--- config.mk ---
export PLATFORM = sky130hd
export DESIGN_NAME = uart_tx_arbiter
export DESIGN_NICKNAME = d
export VERILOG_FILES = /design/src/rtl/verifuck_pkg.sv /design/src/rtl/verifuck_byte_fifo.sv /design/src/rtl/uart_tx_arbiter.sv
export SDC_FILE = /design/constraint.sdc
export NUM_CORES = 1
export LEC_CHECK = 0
export ABC_AREA = 1
export CAP_MARGIN = 30
export CORE_MARGIN = 2
export CORE_UTILIZATION = 57
export DETAILED_ROUTE_END_ITERATION = 12
export PLACE_DENSITY_LB_ADDON = 0.08
export SKIP_CTS_REPAIR_TIMING = 1
export SLEW_MARGIN = 20
export SYNTH_ARGS = -nofsm -noshare
export SYNTH_HDL_FRONTEND = slang
export SYNTH_SLANG_ARGS = --single-unit
--- constraint.sdc ---
create_clock -name clk -period 5.3 [get_ports clk]
set_clock_uncertainty 0.15 [all_clocks]
set_input_delay 0.795 -clock clk [delete_from_list [all_inputs] [get_ports clk]]
set_output_delay 0.795 -clock clk [all_outputs]
set_load 0.05 [all_outputs]
--- src/rtl/verifuck_pkg.sv ---
// Shared encodings for the verifuck UART transmit arbiter.
package verifuck_pkg;

  // Byte source identifiers; also used as the round-robin history.
  typedef enum logic {
    SRC_CPU = 1'b0,
    SRC_DBG = 1'b1
  } src_e;

  // Arbiter FSM states.
  typedef enum logic {
    ST_IDLE = 1'b0,
    ST_SEND = 1'b1
  } state_e;

  // Line terminator that ends a locked line.
  localparam logic [7:0] ASCII_LF = 8'h0A;

endpackage

--- src/rtl/verifuck_byte_fifo.sv ---
// Small synchronous FIFO buffering CPU stdout bytes.
// A push is accepted only when the FIFO is not full at the start of the cycle,
// even if a pop happens in the same cycle.
module verifuck_byte_fifo #(
  parameter int unsigned DATA_W     = 8,
  parameter int unsigned FIFO_DEPTH = 4
) (
  input  logic                          clk,
  input  logic                          resetn,
  input  logic                          push,
  input  logic                          pop,
  input  logic [DATA_W-1:0]             din,
  output logic [DATA_W-1:0]             dout,
  output logic                          full,
  output logic                          empty,
  output logic [$clog2(FIFO_DEPTH):0]   count
);

  localparam int unsigned PtrW = $clog2(FIFO_DEPTH);
  localparam logic [PtrW-1:0] PtrOne  = PtrW'(1);
  localparam logic [PtrW:0]   CntOne  = (PtrW + 1)'(1);
  localparam logic [PtrW:0]   CntFull = (PtrW + 1)'(FIFO_DEPTH);

  logic [DATA_W-1:0] r_mem [FIFO_DEPTH];
  logic [PtrW-1:0]   r_wr_ptr;
  logic [PtrW-1:0]   r_rd_ptr;
  logic [PtrW:0]     r_count;
  logic              w_push_ok;
  logic              w_pop_ok;

  assign full      = (r_count == CntFull);
  assign empty     = (r_count == '0);
  assign count     = r_count;
  assign dout      = r_mem[r_rd_ptr];
  assign w_push_ok = push && !full;
  assign w_pop_ok  = pop && !empty;

  // Storage array; contents are only read when non-empty, so no reset needed.
  always_ff @(posedge clk) begin
    if (w_push_ok) begin
      r_mem[r_wr_ptr] <= din;
    end
  end

  // Pointers wrap naturally since the depth is a power of two.
  always_ff @(posedge clk or negedge resetn) begin
    if (!resetn) begin
      r_wr_ptr <= '0;
      r_rd_ptr <= '0;
      r_count  <= '0;
    end else begin
      if (w_push_ok) begin
        r_wr_ptr <= r_wr_ptr + PtrOne;
      end
      if (w_pop_ok) begin
        r_rd_ptr <= r_rd_ptr + PtrOne;
      end
      unique case ({w_push_ok, w_pop_ok})
        2'b10:   r_count <= r_count + CntOne;
        2'b01:   r_count <= r_count - CntOne;
        default: r_count <= r_count;
      endcase
    end
  end

endmodule

--- src/rtl/uart_tx_arbiter.sv ---
// Round-robin arbiter sharing one UART byte transmitter between the CPU stdout
// path (strobe + FIFO) and the debug path (valid/ready).
// Optional macro VERIFUCK_LINE_LOCK_EN: hold the grant on one source until its
// LF byte has been sent, so lines from the two sources never interleave.
module uart_tx_arbiter
  import verifuck_pkg::*;
#(
  parameter int unsigned DATA_W     = 8,
  parameter int unsigned FIFO_DEPTH = 4
) (
  input  logic              clk,
  input  logic              resetn,
  input  logic [DATA_W-1:0] cpu_stdout,
  input  logic              cpu_stdout_en,
  output logic              cpu_stall,
  output logic              cpu_overflow,
  input  logic [DATA_W-1:0] dbg_data,
  input  logic              dbg_valid,
  output logic              dbg_ready,
  output logic [DATA_W-1:0] tx_data,
  output logic              tx_valid,
  input  logic              tx_ready,
  output logic              busy
);

  localparam int unsigned CntW = $clog2(FIFO_DEPTH) + 1;

  state_e            r_state;
  state_e            w_state_d;
  src_e              r_last_grant;
  src_e              w_last_grant_d;
  logic [DATA_W-1:0] r_tx_data;
  logic [DATA_W-1:0] w_tx_data_d;
  logic              r_overflow;

  logic              w_fifo_pop;
  logic              w_fifo_full;
  logic              w_fifo_empty;
  logic [DATA_W-1:0] w_fifo_dout;
  logic [CntW-1:0]   w_fifo_count;

  logic              w_cpu_req;
  logic              w_dbg_req;
  logic              w_grant;
  src_e              w_rr_pick;
  src_e              w_pick;
  logic [DATA_W-1:0] w_grant_data;

  verifuck_byte_fifo #(
    .DATA_W     (DATA_W),
    .FIFO_DEPTH (FIFO_DEPTH)
  ) u_fifo (
    .clk    (clk),
    .resetn (resetn),
    .push   (cpu_stdout_en),
    .pop    (w_fifo_pop),
    .din    (cpu_stdout),
    .dout   (w_fifo_dout),
    .full   (w_fifo_full),
    .empty  (w_fifo_empty),
    .count  (w_fifo_count)
  );

  assign w_cpu_req    = !w_fifo_empty;
  assign w_dbg_req    = dbg_valid;
  assign w_grant      = (r_state == ST_IDLE) && (w_cpu_req || w_dbg_req);
  assign w_grant_data = (w_pick == SRC_CPU) ? w_fifo_dout : dbg_data;

  assign cpu_stall    = (w_fifo_count == CntW'(FIFO_DEPTH));
  assign cpu_overflow = r_overflow;
  assign tx_data      = r_tx_data;
  assign busy         = !w_fifo_empty || (r_state == ST_SEND);

  // Plain round-robin choice; on a tie the source not granted last wins.
  always_comb begin
    w_rr_pick = SRC_DBG;
    if (w_cpu_req && w_dbg_req) begin
      w_rr_pick = (r_last_grant == SRC_CPU) ? SRC_DBG : SRC_CPU;
    end else if (w_cpu_req) begin
      w_rr_pick = SRC_CPU;
    end
  end

`ifdef VERIFUCK_LINE_LOCK_EN
  logic r_lock;
  logic w_lock_d;
  src_e r_lock_src;
  src_e w_lock_src_d;
  logic w_lock_hold;

  assign w_lock_hold = r_lock && ((r_lock_src == SRC_CPU) ? w_cpu_req : w_dbg_req);
  assign w_pick      = w_lock_hold ? r_lock_src : w_rr_pick;

  // Lock onto each granted source until its LF byte is granted; an idle
  // cycle without requests means the locked source went quiet, so release.
  always_comb begin
    w_lock_d     = r_lock;
    w_lock_src_d = r_lock_src;
    if (r_state == ST_IDLE) begin
      if (w_grant) begin
        w_lock_d     = (w_grant_data != DATA_W'(ASCII_LF));
        w_lock_src_d = w_pick;
      end else begin
        w_lock_d     = 1'b0;
      end
    end
  end

  // Line-lock state register.
  always_ff @(posedge clk or negedge resetn) begin
    if (!resetn) begin
      r_lock     <= 1'b0;
      r_lock_src <= SRC_CPU;
    end else begin
      r_lock     <= w_lock_d;
      r_lock_src <= w_lock_src_d;
    end
  end
`else
  assign w_pick = w_rr_pick;
`endif

  // FSM next-state, grant side effects and handshake outputs.
  always_comb begin
    w_state_d      = r_state;
    w_last_grant_d = r_last_grant;
    w_tx_data_d    = r_tx_data;
    w_fifo_pop     = 1'b0;
    dbg_ready      = 1'b0;
    tx_valid       = 1'b0;
    unique case (r_state)
      ST_IDLE: begin
        if (w_grant) begin
          w_state_d      = ST_SEND;
          w_last_grant_d = w_pick;
          w_tx_data_d    = w_grant_data;
          if (w_pick == SRC_CPU) begin
            w_fifo_pop = 1'b1;
          end else begin
            dbg_ready  = 1'b1;
          end
        end
      end
      ST_SEND: begin
        tx_valid = 1'b1;
        if (tx_ready) begin
          w_state_d = ST_IDLE;
        end
      end
    endcase
  end

  // FSM, grant history, held byte and sticky overflow flag.
  always_ff @(posedge clk or negedge resetn) begin
    if (!resetn) begin
      r_state      <= ST_IDLE;
      r_last_grant <= SRC_DBG;
      r_tx_data    <= '0;
      r_overflow   <= 1'b0;
    end else begin
      r_state      <= w_state_d;
      r_last_grant <= w_last_grant_d;
      r_tx_data    <= w_tx_data_d;
      r_overflow   <= r_overflow || (cpu_stdout_en && w_fifo_full);
    end
  end

endmodule

; Word-level counts from Yosys, hierarchy flattened
; Memories as Yosys holds them, arrays and structs flattened.
; Cells that the tools add are included.
[totals]
ramBits = 32
inputBits = 21
output_inout_bits = 13
word_cells = 46
n_memories = 1
register_bits = 18
[mem_list]
columns = memory, depth, word_bits, read_ports, rd_clocked_by_memory_dff, write_ports, line_no
row1 = u_fifo.r_mem, 4, 8, 1, 0, 1, verifuck_byte_fifo.sv:24  ; logic [DATA_W-1:0] r_mem [FIFO_DEPTH];
[classes]
bitwise_logic = 1
reduce_logical = 13
add_sub_neg = 4
eq_ne = 3
mux = 17
[op_table]
columns = cell, n
row1 = $mux W1, 14
row2 = $mux W8, 1
row3 = $pmux W3 S2, 1
row4 = $logic_and A1 B1 Y1, 5
row5 = $add A2 B1 Y2 const B, 2
row6 = $add A3 B1 Y3 const B, 1
row7 = $eq A3 B3 Y1 const B, 1
row8 = $logic_not A3 Y1, 1
row9 = $logic_or A1 B1 Y1, 3
row10 = $sub A3 B1 Y3 const B, 1
row11 = $eq A2 B1 Y1 const B, 1
row12 = $eq A2 B2 Y1 const B, 1
row13 = $logic_not A1 Y1, 2
row14 = $pmux W1 S2, 1
row15 = $reduce_and A2 Y1, 1
row16 = $reduce_bool A2 Y1, 1
row17 = $not A1 Y1, 1

; Depth between registers and ports, before layout
[logic_depth]
word_depth = 10
ltp_mapped = 11

; By module
; From an unflattened synthesis, not the netlist that was laid out.
[hier_totals]
hier_cells = 238
area_unflattened_um2 = 2373.5
[by_module_without_submodules]
columns = module, area_each_um2, cells_each, n_inst, seq_area_each_um2
row1 = verifuck_byte_fifo, 1751.7, 154, 1, 1136.1
row2 = uart_tx_arbiter, 621.8, 84, 1, 276.5

; Least setup slack after synthesis
; No wires, ideal clock.
[synth_path]
path_kind = input to output
start = in dbg_valid
end = out dbg_ready
path_slack_ns = 2.560
path_buffers = 1
arrival_time_ns = 1.795
path_stages = 5
cell_sequence = inv_2 > nor2_1 > a21oi_2 > buf_4 > nor2_1
[synth_via]
elab_chain_cells = 5
elab_cells_between_ends = 7
[synth_rtl]
columns = item, line_no
row1 = start: declaration, uart_tx_arbiter.sv:18  ; input logic dbg_valid,
row2 = $logic_and A1 B1 Y1, uart_tx_arbiter.sv:77  ; if (w_cpu_req && w_dbg_req) begin
row3 = $mux W1, uart_tx_arbiter.sv:77
row4 = $mux W1, uart_tx_arbiter.sv:137  ; if (w_pick == SRC_CPU) begin
row5 = $mux W1 *, uart_tx_arbiter.sv:133  ; if (w_grant) begin
row6 = $mux W1 *, uart_tx_arbiter.sv:131  ; unique case (r_state)
row7 = end: declaration, uart_tx_arbiter.sv:19  ; output logic dbg_ready,
; Every way passes the cells marked *; elsewhere a longest branch is shown, timed or not.

; Worst setup path in the final report
; Ends and elaborated chain as after synthesis.

==> results.yml <==
critical_path:
  crit_start: "dbg_valid"
  required_ns: 4.36
  crit_arrival_ns: 2.50
  r2r-start: "r_last_grant"
  r2r-end: "u_fifo.count[2]"
  worstSetupStartpointType: "input pin"
  r2r_setup_slack_ns: 2.80
  cp_max_fo: 13
  cp-end-kind: "primary output"
  crit_type: "in -> out"
  ff2ff_path_depth: 10
floorplanning:
  num_rows: 22
  core-area_um2: 3740
  die_area_um2: 4510
  pin_count: 34
  dieHeight_um: 67.2
  initial_core_util_pct: 60.8
  die_width_um: 67.2
timing:
  worstMarginPinSlew_ns: 0.821
  timing.fmax_ghz: 0.290
  rsz0062_at_grt: "false"
  hold_viol: 0
  fin_crit_ns: 3.45
  fin_crit_sh_pct: 65.0
  relSlewSlack_pct: 45.1
  setup-tns-final_ns: 0
  finalMaxSlewViolations: 0
  setup_viol: 0
power:
  total_power_mw: 1.62
  p_leak_nw: 1.16
  switching_share_pct: 44.5
  power_switching_mw: 0.721
  pwr_density_cell_nw_per_um2: 601
  power_frac_comb_pct: 46.0
  power_frac_seq_pct: 39.6
  pwr-share-clk_pct: 14.4
  p_int_mw: 0.900
  irDropWorstVdd_mv: 0.437
clock_tree:
  h-tree-depth: 2
  cts_buffer_depth: 2
  cts_tree: "done"
  cts_buffers: 5
  clk_latency_ns: 0.30
  clk_pin_slew_ns: 0.08
  root_buffer: "clkbuf_8"
  clock-sinks: 50
yosys:
  synth_common_cells: "nand2_1 (69), edfxtp_1 (32), nand3_1 (24)"
  yosys.cell_types.count: 27
  synth_warnings: 0
  yosysSeqAreaShare_pct: 62.1
  synth_area_leaders: "edfxtp_1 (42%), dfrtp_1 (19%), nand2_1 (11%), nand3_1 (5.3%), inv_1 (3.5%)"
  synth_nets: 243
  synth_top_flop_cell: "edfxtp_1"
  async_reset_ff_share_pct: 36.0
  synth.top_cell.area_share_pct: 42.2
  synth_edf_count: 32
  synth_seq_cells: 50
  syn_area_um2: 2280
  yosysMostFrequentCell: "nand2_1"
  netlist_instances: 216
  synth_area_leader_cell: "edfxtp_1"
  synth.avg_cell_area_um2: 10.5
placement:
  gp_congestion: 0.818
  dp_hpwl_um: 2800
  io_buffers: 33
worst_hold_path:
  hp-start: "cpu_overflow"
  hold_path_end: "cpu_overflow"
  hold_depth: 1
  hold_path_class: "reg -> reg"
job:
  cap_viol_max_count: 0
global_routing:
  overflow: 0
  grt_max_degree: 19
  grt_pass1_vias: 1403
  grt_use_total_pct: 20.5
  grt_antenna_before_repair: 0
  grt_pass1_wl_um: 6440
status:
  status: "finished clean"
drt:
  first_iter_violations: 122
  drc: 0
  via_per_inst: 5.00
  drt-pass1-iter-count: 4
  num_vias: 1495
  routedWlPerCell_um: 13.5
  postRouteAntennaNets: 0
  wirelength_um: 4050
cells_and_area:
  n_fill_cell: 293
  drive_gt1_share_pct: 12.0
  syn2layout_area_growth_pct: 18.6
  diodes: 0
  multiInputGateArea_um2: 698
  ff_latch_area_um2: 1410
  final_nets: 277
## layout by cell type, fill, tap and decap left out
cell type        netlist  final
dfrtp_1               17     17
a21oi_1                2      2
ha_1                   5      5
nand3_1               24     24
fa_1                   1      1
a31o_2                 1      1
inv_1                 21     21
inv_6                  1      2
dfstp_2                1      1
o21ai_1                2      2
nor2_4                 1      1
nand3_2                2      2
nand2_2               10     10
nor2_1                 7      7
a21oi_2                1      1
edfxtp_1              32     32
clkbuf_8               0      6
nand2_1               69     69
xnor2_1                2      2
o21ai_2                1      1
inv_2                  3      3
clkinvlp_4             0      1
o21ai_0                3      3
nand2_4                1      1
xor2_1                 3      3
clkdlybuf4s50_1        0     33
## worst max path at each step
stage                 to  slack [ns]
4_1_cts        dbg_ready        1.85
6_report       dbg_ready        1.85
3_3_place_gp   dbg_ready        1.85
3_5_place_dp   dbg_ready        1.85
5_1_grt        dbg_ready        1.76
2_1_floorplan  dbg_ready        2.56
## power groups by stage
stage | sequential (mW) | clock, mW | combinational (mW)
floorplan | 0.732 | 0 | 0.488
global placement | 0.648 | 0 | 0.736
detailed placement | 0.650 | 0 | 0.752
CTS | 0.642 | 0.234 | 0.756
global route | 0.655 | 0.254 | 0.831
finish | 0.642 | 0.234 | 0.746
## metal layers
| layer | part of all wire [%] | global-route usage [%] | wire [um] |
|---|---|---|---|
| met5 | 0 | 0 | 0 |
| met4 | 2.0 | 9.95 | 82 |
| met3 | 3.1 | 3.50 | 125 |
| met2 | 50 | 34.7 | 2030 |
| met1 | 45 | 25.6 | 1810 |
## logic make-up (layout without fill, tap and decap cells)
logic type	Yosys count	after routing	synth area share, %
and+or+nand+nor	114	114	22.4
DFF	50	50	62.1
buffers and inverters	31	66	7.26
AOI/OAI and AO/OA	10	10	2.69
adders and majority gates	6	6	3.63
xor gates and xnor gates	5	5	1.92
## registers in the layout (all words and copies together), names as in the netlist
name and cells:
u_fifo.r_wr_ptr 2, u_fifo.count 3, cpu_overflow 1, tx_data 8, r_state 1, u_fifo.r_mem 32
r_last_grant 1, u_fifo.r_rd_ptr 2
## cell type report
type,instances,share of cell area [%]
clock inverters,2,0.603
well taps,48,2.23
multi-input cells,135,25.9
flip-flops and latches,50,52.3
inverters,25,3.66
repair buffers,33,12.2
clock buffers,6,3.06
## critical path, cell delays in order
cell and delay [ns]:
clkdlybuf4s50_1 0.47, inv_2 0.05, nand3_2 0.07, nand2_2 0.16, nor2_1 0.14, clkdlybuf4s50_1 0.81
## stage by stage
| stage | cell area, um2 | util [%] | hold slack, ns | worst slack (ns) | instances |
|---|---|---|---|---|---|
| 2_1_floorplan | 2280 | - | 0.315 | 2.56 | 216 |
| 6_report | 2700 | 72.1 | 0.330 | 1.85 | 299 |
| 3_3_place_gp | 2600 | 69.5 | 0.315 | 1.85 | 291 |
| 3_5_place_dp | 2600 | 69.5 | 0.317 | 1.85 | 291 |
| 4_1_cts | 2700 | 72.1 | 0.337 | 1.85 | 299 |
| 5_1_grt | 2700 | 72.1 | 0.353 | 1.76 | 299 |
Power figures use the tool's default switching activity.
==> patch 1: new RTL, config.mk and constraints unchanged <==
Take the reset off `r_tx_data` and load it in a clocked block of its own.
--- a/src/rtl/uart_tx_arbiter.sv
+++ b/src/rtl/uart_tx_arbiter.sv
@@ -155,15 +155,17 @@
     if (!resetn) begin
       r_state      <= ST_IDLE;
       r_last_grant <= SRC_DBG;
-      r_tx_data    <= '0;
       r_overflow   <= 1'b0;
     end else begin
       r_state      <= w_state_d;
       r_last_grant <= w_last_grant_d;
-      r_tx_data    <= w_tx_data_d;
       r_overflow   <= r_overflow || (cpu_stdout_en && w_fifo_full);
     end
   end
 
+  always_ff @(posedge clk) begin
+    r_tx_data <= w_tx_data_d;
+  end
+
 endmodule
 
Formal check against the unedited RTL: not equivalent (a bounded check fails within 4 cycles, from zero or initial values and one cycle with resetn low).
==> patch 1 against the original RTL <==
Area after synthesis is 4.0% higher. Die area rose by 3.8%. Total power is 1.6% lower. Core utilization decreased by 2.2 points. Final area grew 3.6%. Sequential cell count stayed put. Worst setup slack got worse by 0.027 ns. Wire length shrank 7.8%. First-iteration DRC count decreased by 37%.
==> patch 1: results (changes against the original RTL) <==
status=complete, no violations; Worst path top cell family by delay=buffers and inverters; layout cells sized above 1=10.4% (-1.5 points); vias in the first global route=1390 (-0.93%); Filler cells=333 (+14%); FFs w/ async S/R, synth=20.0% (-16 points); Synth Net Count=259 (+6.6%); DR iter-0 viols=77 (-37%); Root Buffer=clkbuf_8; DRT Pass-1 Iters=4 (unchanged); nets=295 (+6.5%); Tightest Hold Check Type=reg2reg; Critical Path AT=2.53 ns (+0.03 ns); Peak VDD IR=303 uV (-31%); Max transition margin=44.5% (-0.57 points); drt via density=4.73 (-5.5%); global-route wire length before repair=6210 um (-3.6%); dpl hpwl=2620 um (-6.6%); CTS Buf Count=5 (unchanged); sequential element share of the synthesized area=61.4% (-0.70 points); Total GRT Usage=18.8% (-1.6 points); largest net degree at the start of global routing=20 (+1); number of port buffers=33 (unchanged); max incr delay on CP=0.79 ns (-0.02 ns); htree depth=2 (unchanged); Setup TNS=0 ns (unchanged); gp weighted congestion=0.726 (-11%); worst skew pair latency=0.29 ns; initial antenna violation count=0 (unchanged); Antenna Cells=0 (unchanged); Critical Path Slowest Stage Cell=clkdlybuf4s50_1; Max clock buf depth=2 (unchanged); Largest register FFs=32 (unchanged); Reg with most FFs=u_fifo.r_mem; ranking of synthesized cells by area=edfxtp_1 (51%), nand2_1 (11%), dfrtp_1 (9.5%); commonest cells in the synthesized netlist=nand2_1 (72), inv_1 (49), edfxtp_1 (40); clk slew on worst S/H paths=0.08 ns (about the same); Yosys cell types=30 (+11%); Post-synth EDFFs=40 (+25%); synth warn=0 (unchanged); Routed WL=3730 um (-7.8%); Pleak=1.30 nW (+12%); top_reg_cell synth=edfxtp_1; share of the synthesized area in the top cell type=50.7% (+8.5 points); Worst Path Max Fanout=10 (-3)
patch 1: final timing paths:
path | startpoint | end | slack, ns | depth (start not counted)
min | r_last_grant$_DFFE_PN1P_ | r_last_grant$_DFFE_PN1P_ | 0.32 | 2
min in group asynchronous | resetn | r_state$_DFF_PN0_ | 0.67 | 1
max reg2reg | r_last_grant$_DFFE_PN1P_ | u_fifo.count[2]$_DFFE_PN0P_ | 3.10 | 10
max in group asynchronous | resetn | r_last_grant$_DFFE_PN1P_ | 3.99 | 1
max | dbg_valid | dbg_ready | 1.83 | 6
min reg2reg | r_last_grant$_DFFE_PN1P_ | r_last_grant$_DFFE_PN1P_ | 0.32 | 2
patch 1: cell families (layout without fill, tap and decap cells):
group / count (synthesis) / after routing / share of synthesized area [%]
flops: 50 / 50 / 61.4
buf+inv: 57 / 93 / 10.5
simple gates: 113 / 113 / 22.4
compound gates: 3 / 3 / 0.792
xor+xnor: 3 / 3 / 1.43
fa+ha+maj: 6 / 6 / 3.49
patch 1: tightest hold or removal path: stages (launching register included):
cell	delay [ns]
dfstp_2	0.38
nand2_1	0.05
nand2_1	0.04
patch 1: area by class of cell:
cell class | instances | area, um2 | share of cell area, %
sequential | 50 | 1450 | 51.9
multi-input combinational | 125 | 666 | 23.8
timing repair buffer | 33 | 330 | 11.8
inverter | 53 | 206 | 7.38
clock buffer | 5 | 68.8 | 2.46
tap | 50 | 62.6 | 2.24
clock inverter | 2 | 10.0 | 0.358
patch 1: routing by layer:
layer / track usage (%) / part of all wire [%] / wire [um] / vias up
li1: - / - / - / 786
met1: 25.2 / 48 / 1790 / 674
met2: 29.1 / 46 / 1700 / 36
met3: 5.10 / 5.1 / 190 / 7
met4: 7.75 / 1.5 / 57 / 0
met5: 0 / 0 / 0 / -
patch 1: through the flow:
step	hold slack [ns]	setup slack (ns)	cell area [um2]	instances	utilization, %
6_report	0.316	1.83	2800	318	69.9
3_5_place_dp	0.305	1.82	2720	311	67.9
2_1_floorplan	0.293	2.89	2370	232	-
4_1_cts	0.317	1.82	2800	318	69.9
5_1_grt	0.331	1.76	2800	318	69.9
3_3_place_gp	0.300	1.85	2720	311	67.9
patch 1: power by group:
part,switching [W],internal [W]
combinational,0.000496,0.000246
sequential,0.0000796,0.000572
clock,0.000113,0.0000887
==> patch 2: new RTL, same flow settings <==
Made on the original files. `FIFO_DEPTH` is set to 4 in 2 places; all go to 8.
--- a/src/rtl/verifuck_byte_fifo.sv
+++ b/src/rtl/verifuck_byte_fifo.sv
@@ -3,7 +3,7 @@
 // even if a pop happens in the same cycle.
 module verifuck_byte_fifo #(
   parameter int unsigned DATA_W     = 8,
-  parameter int unsigned FIFO_DEPTH = 4
+  parameter int unsigned FIFO_DEPTH = 8
 ) (
   input  logic                          clk,
   input  logic                          resetn,
--- a/src/rtl/uart_tx_arbiter.sv
+++ b/src/rtl/uart_tx_arbiter.sv
@@ -6,7 +6,7 @@
   import verifuck_pkg::*;
 #(
   parameter int unsigned DATA_W     = 8,
-  parameter int unsigned FIFO_DEPTH = 4
+  parameter int unsigned FIFO_DEPTH = 8
 ) (
   input  logic              clk,
   input  logic              resetn,
Function: changed (a bounded check fails within 10 cycles, from zero or initial values and one cycle with resetn low).
==> patch 2 against the original RTL <==
Sequential cell count increased by 35. Area after synthesis rose by 65%. Final area is 61% higher. Worst setup slack improved by 0.021 ns. Wire length is 73% higher. Count of clock-buffer cells in the layout up 7. Total power rose by 53%. Synthesized cell count rose by 58%.
==> patch 2: results (changes against the original RTL) <==
Peak VDD IR=422 uV (-3.5%); Largest register FFs=64 (+100%); CTS Buf Count=9 (+4); ranking of synthesized cells by area=edfxtp_1 (51%), dfrtp_1 (13%), nor2_1 (9.1%); Post-synth EDFFs=64 (+100%); nets=402 (+45%); FFs w/ async S/R, synth=24.7% (-11 points); Yosys cell types=34 (+26%); Post-Synth Adder-Cell Area=1.66% (-2.0 points); post-synthesis compound-gate area fraction=7.11% (+4.4 points); XOR/XNOR share of the synthesized area=0.931% (-0.99 points); worst skew pair latency=0.35 ns (+0.05 ns); largest net degree at the start of global routing=33 (+14); R2R Setup Slk=2.91 ns (+0.11 ns); global-route wire length before repair=11300 um (+75%); DR iter-0 viols=142 (+16%); gp weighted congestion=0.780 (-4.6%); Root Buffer=clkbuf_8; Pleak=1.70 nW (+46%); Total GRT Usage=21.1% (+0.58 points); htree depth=3 (+1); Filler cells=489 (+67%); Critical Path AT=2.48 ns (-0.02 ns); count leader, synth=nor2_1; Worst Path Max Fanout=10 (-3); setup slack after layout=1.88 ns (+0.0209 ns); number of port buffers=33 (unchanged); Metal-1 WL=3110 um (+72%); Placed Instances=440 (+51%); Register Area=2450 um2 (+73%); non-filler cells in the finished layout=458 (+53%); commonest cells in the synthesized netlist=nor2_1 (91), edfxtp_1 (64), o21ai_0 (33); Reg with most FFs=u_fifo.r_mem; clk slew on worst S/H paths=0.08 ns (about the same); drt via density=5.26 (+5.2%); met3 wire length=408 um (+230%); dpl hpwl=4500 um (+61%); sequential element share of the synthesized area=65.0% (+3.0 points); Routed WL=7020 um (+73%); layout cells sized above 1=11.0% (-0.93 points); multiplexer area fraction after synthesis=0% (unchanged); r2r worst-path depth=11 (+1); vias in the first global route=2342 (+67%); Synth Net Count=367 (+51%); Switching Share=40.7% (-3.7 points); Cells after Synth=341 (+58%); WL met2=3310 um (+63%); placed inst area=4120 um2 (+58%); status=complete, no violations; Max transition margin=35.6% (-9.5 points)
patch 2: final cells by class:
| type | count | area share [%] |
|---|---|---|
| Multi-Input combinational cell | 211 | 25.4 |
| Inverter | 33 | 2.85 |
| Clock buffer | 13 | 3.89 |
| Timing Repair Buffer | 36 | 8.38 |
| Sequential cell | 85 | 56.3 |
| Tap cell | 77 | 2.22 |
| Clock inverter | 3 | 0.979 |
patch 2: worst max-delay path: stages:
cell	delay, ns
clkdlybuf4s50_1	0.48
nand2_1	0.10
nand2_4	0.13
nand3_4	0.12
inv_1	0.07
clkdlybuf4s50_1	0.79
patch 2: routing by layer:
layer	global-route usage [%]	vias to the layer above
met5	0	-
met4	11.8	0
met3	3.60	13
met2	32.8	73
met1	28.2	1108
li1	-	1215
patch 2: worst min-delay path by stage:
stage,endpoint,slack [ns]
4_1_cts,cpu_overflow$_DFF_PN0_,0.32
5_1_grt,cpu_overflow$_DFF_PN0_,0.36
2_1_floorplan,r_last_grant$_DFFE_PN1P_,0.32
6_report,cpu_overflow$_DFF_PN0_,0.32
3_3_place_gp,cpu_overflow$_DFF_PN0_,0.29
3_5_place_dp,cpu_overflow$_DFF_PN0_,0.30
patch 2: power by group through the flow:
| stage | Clock, W | Sequential [W] | Combinational [W] |
|---|---|---|---|
| after floorplan | 0 | 0.00108 | 0.000697 |
| after global placement | 0 | 0.00104 | 0.000954 |
| after detailed placement | 0 | 0.00103 | 0.00101 |
| after CTS | 0.000479 | 0.00101 | 0.00101 |
| after global routing | 0.000508 | 0.00103 | 0.00112 |
| final | 0.000471 | 0.00101 | 0.00100 |
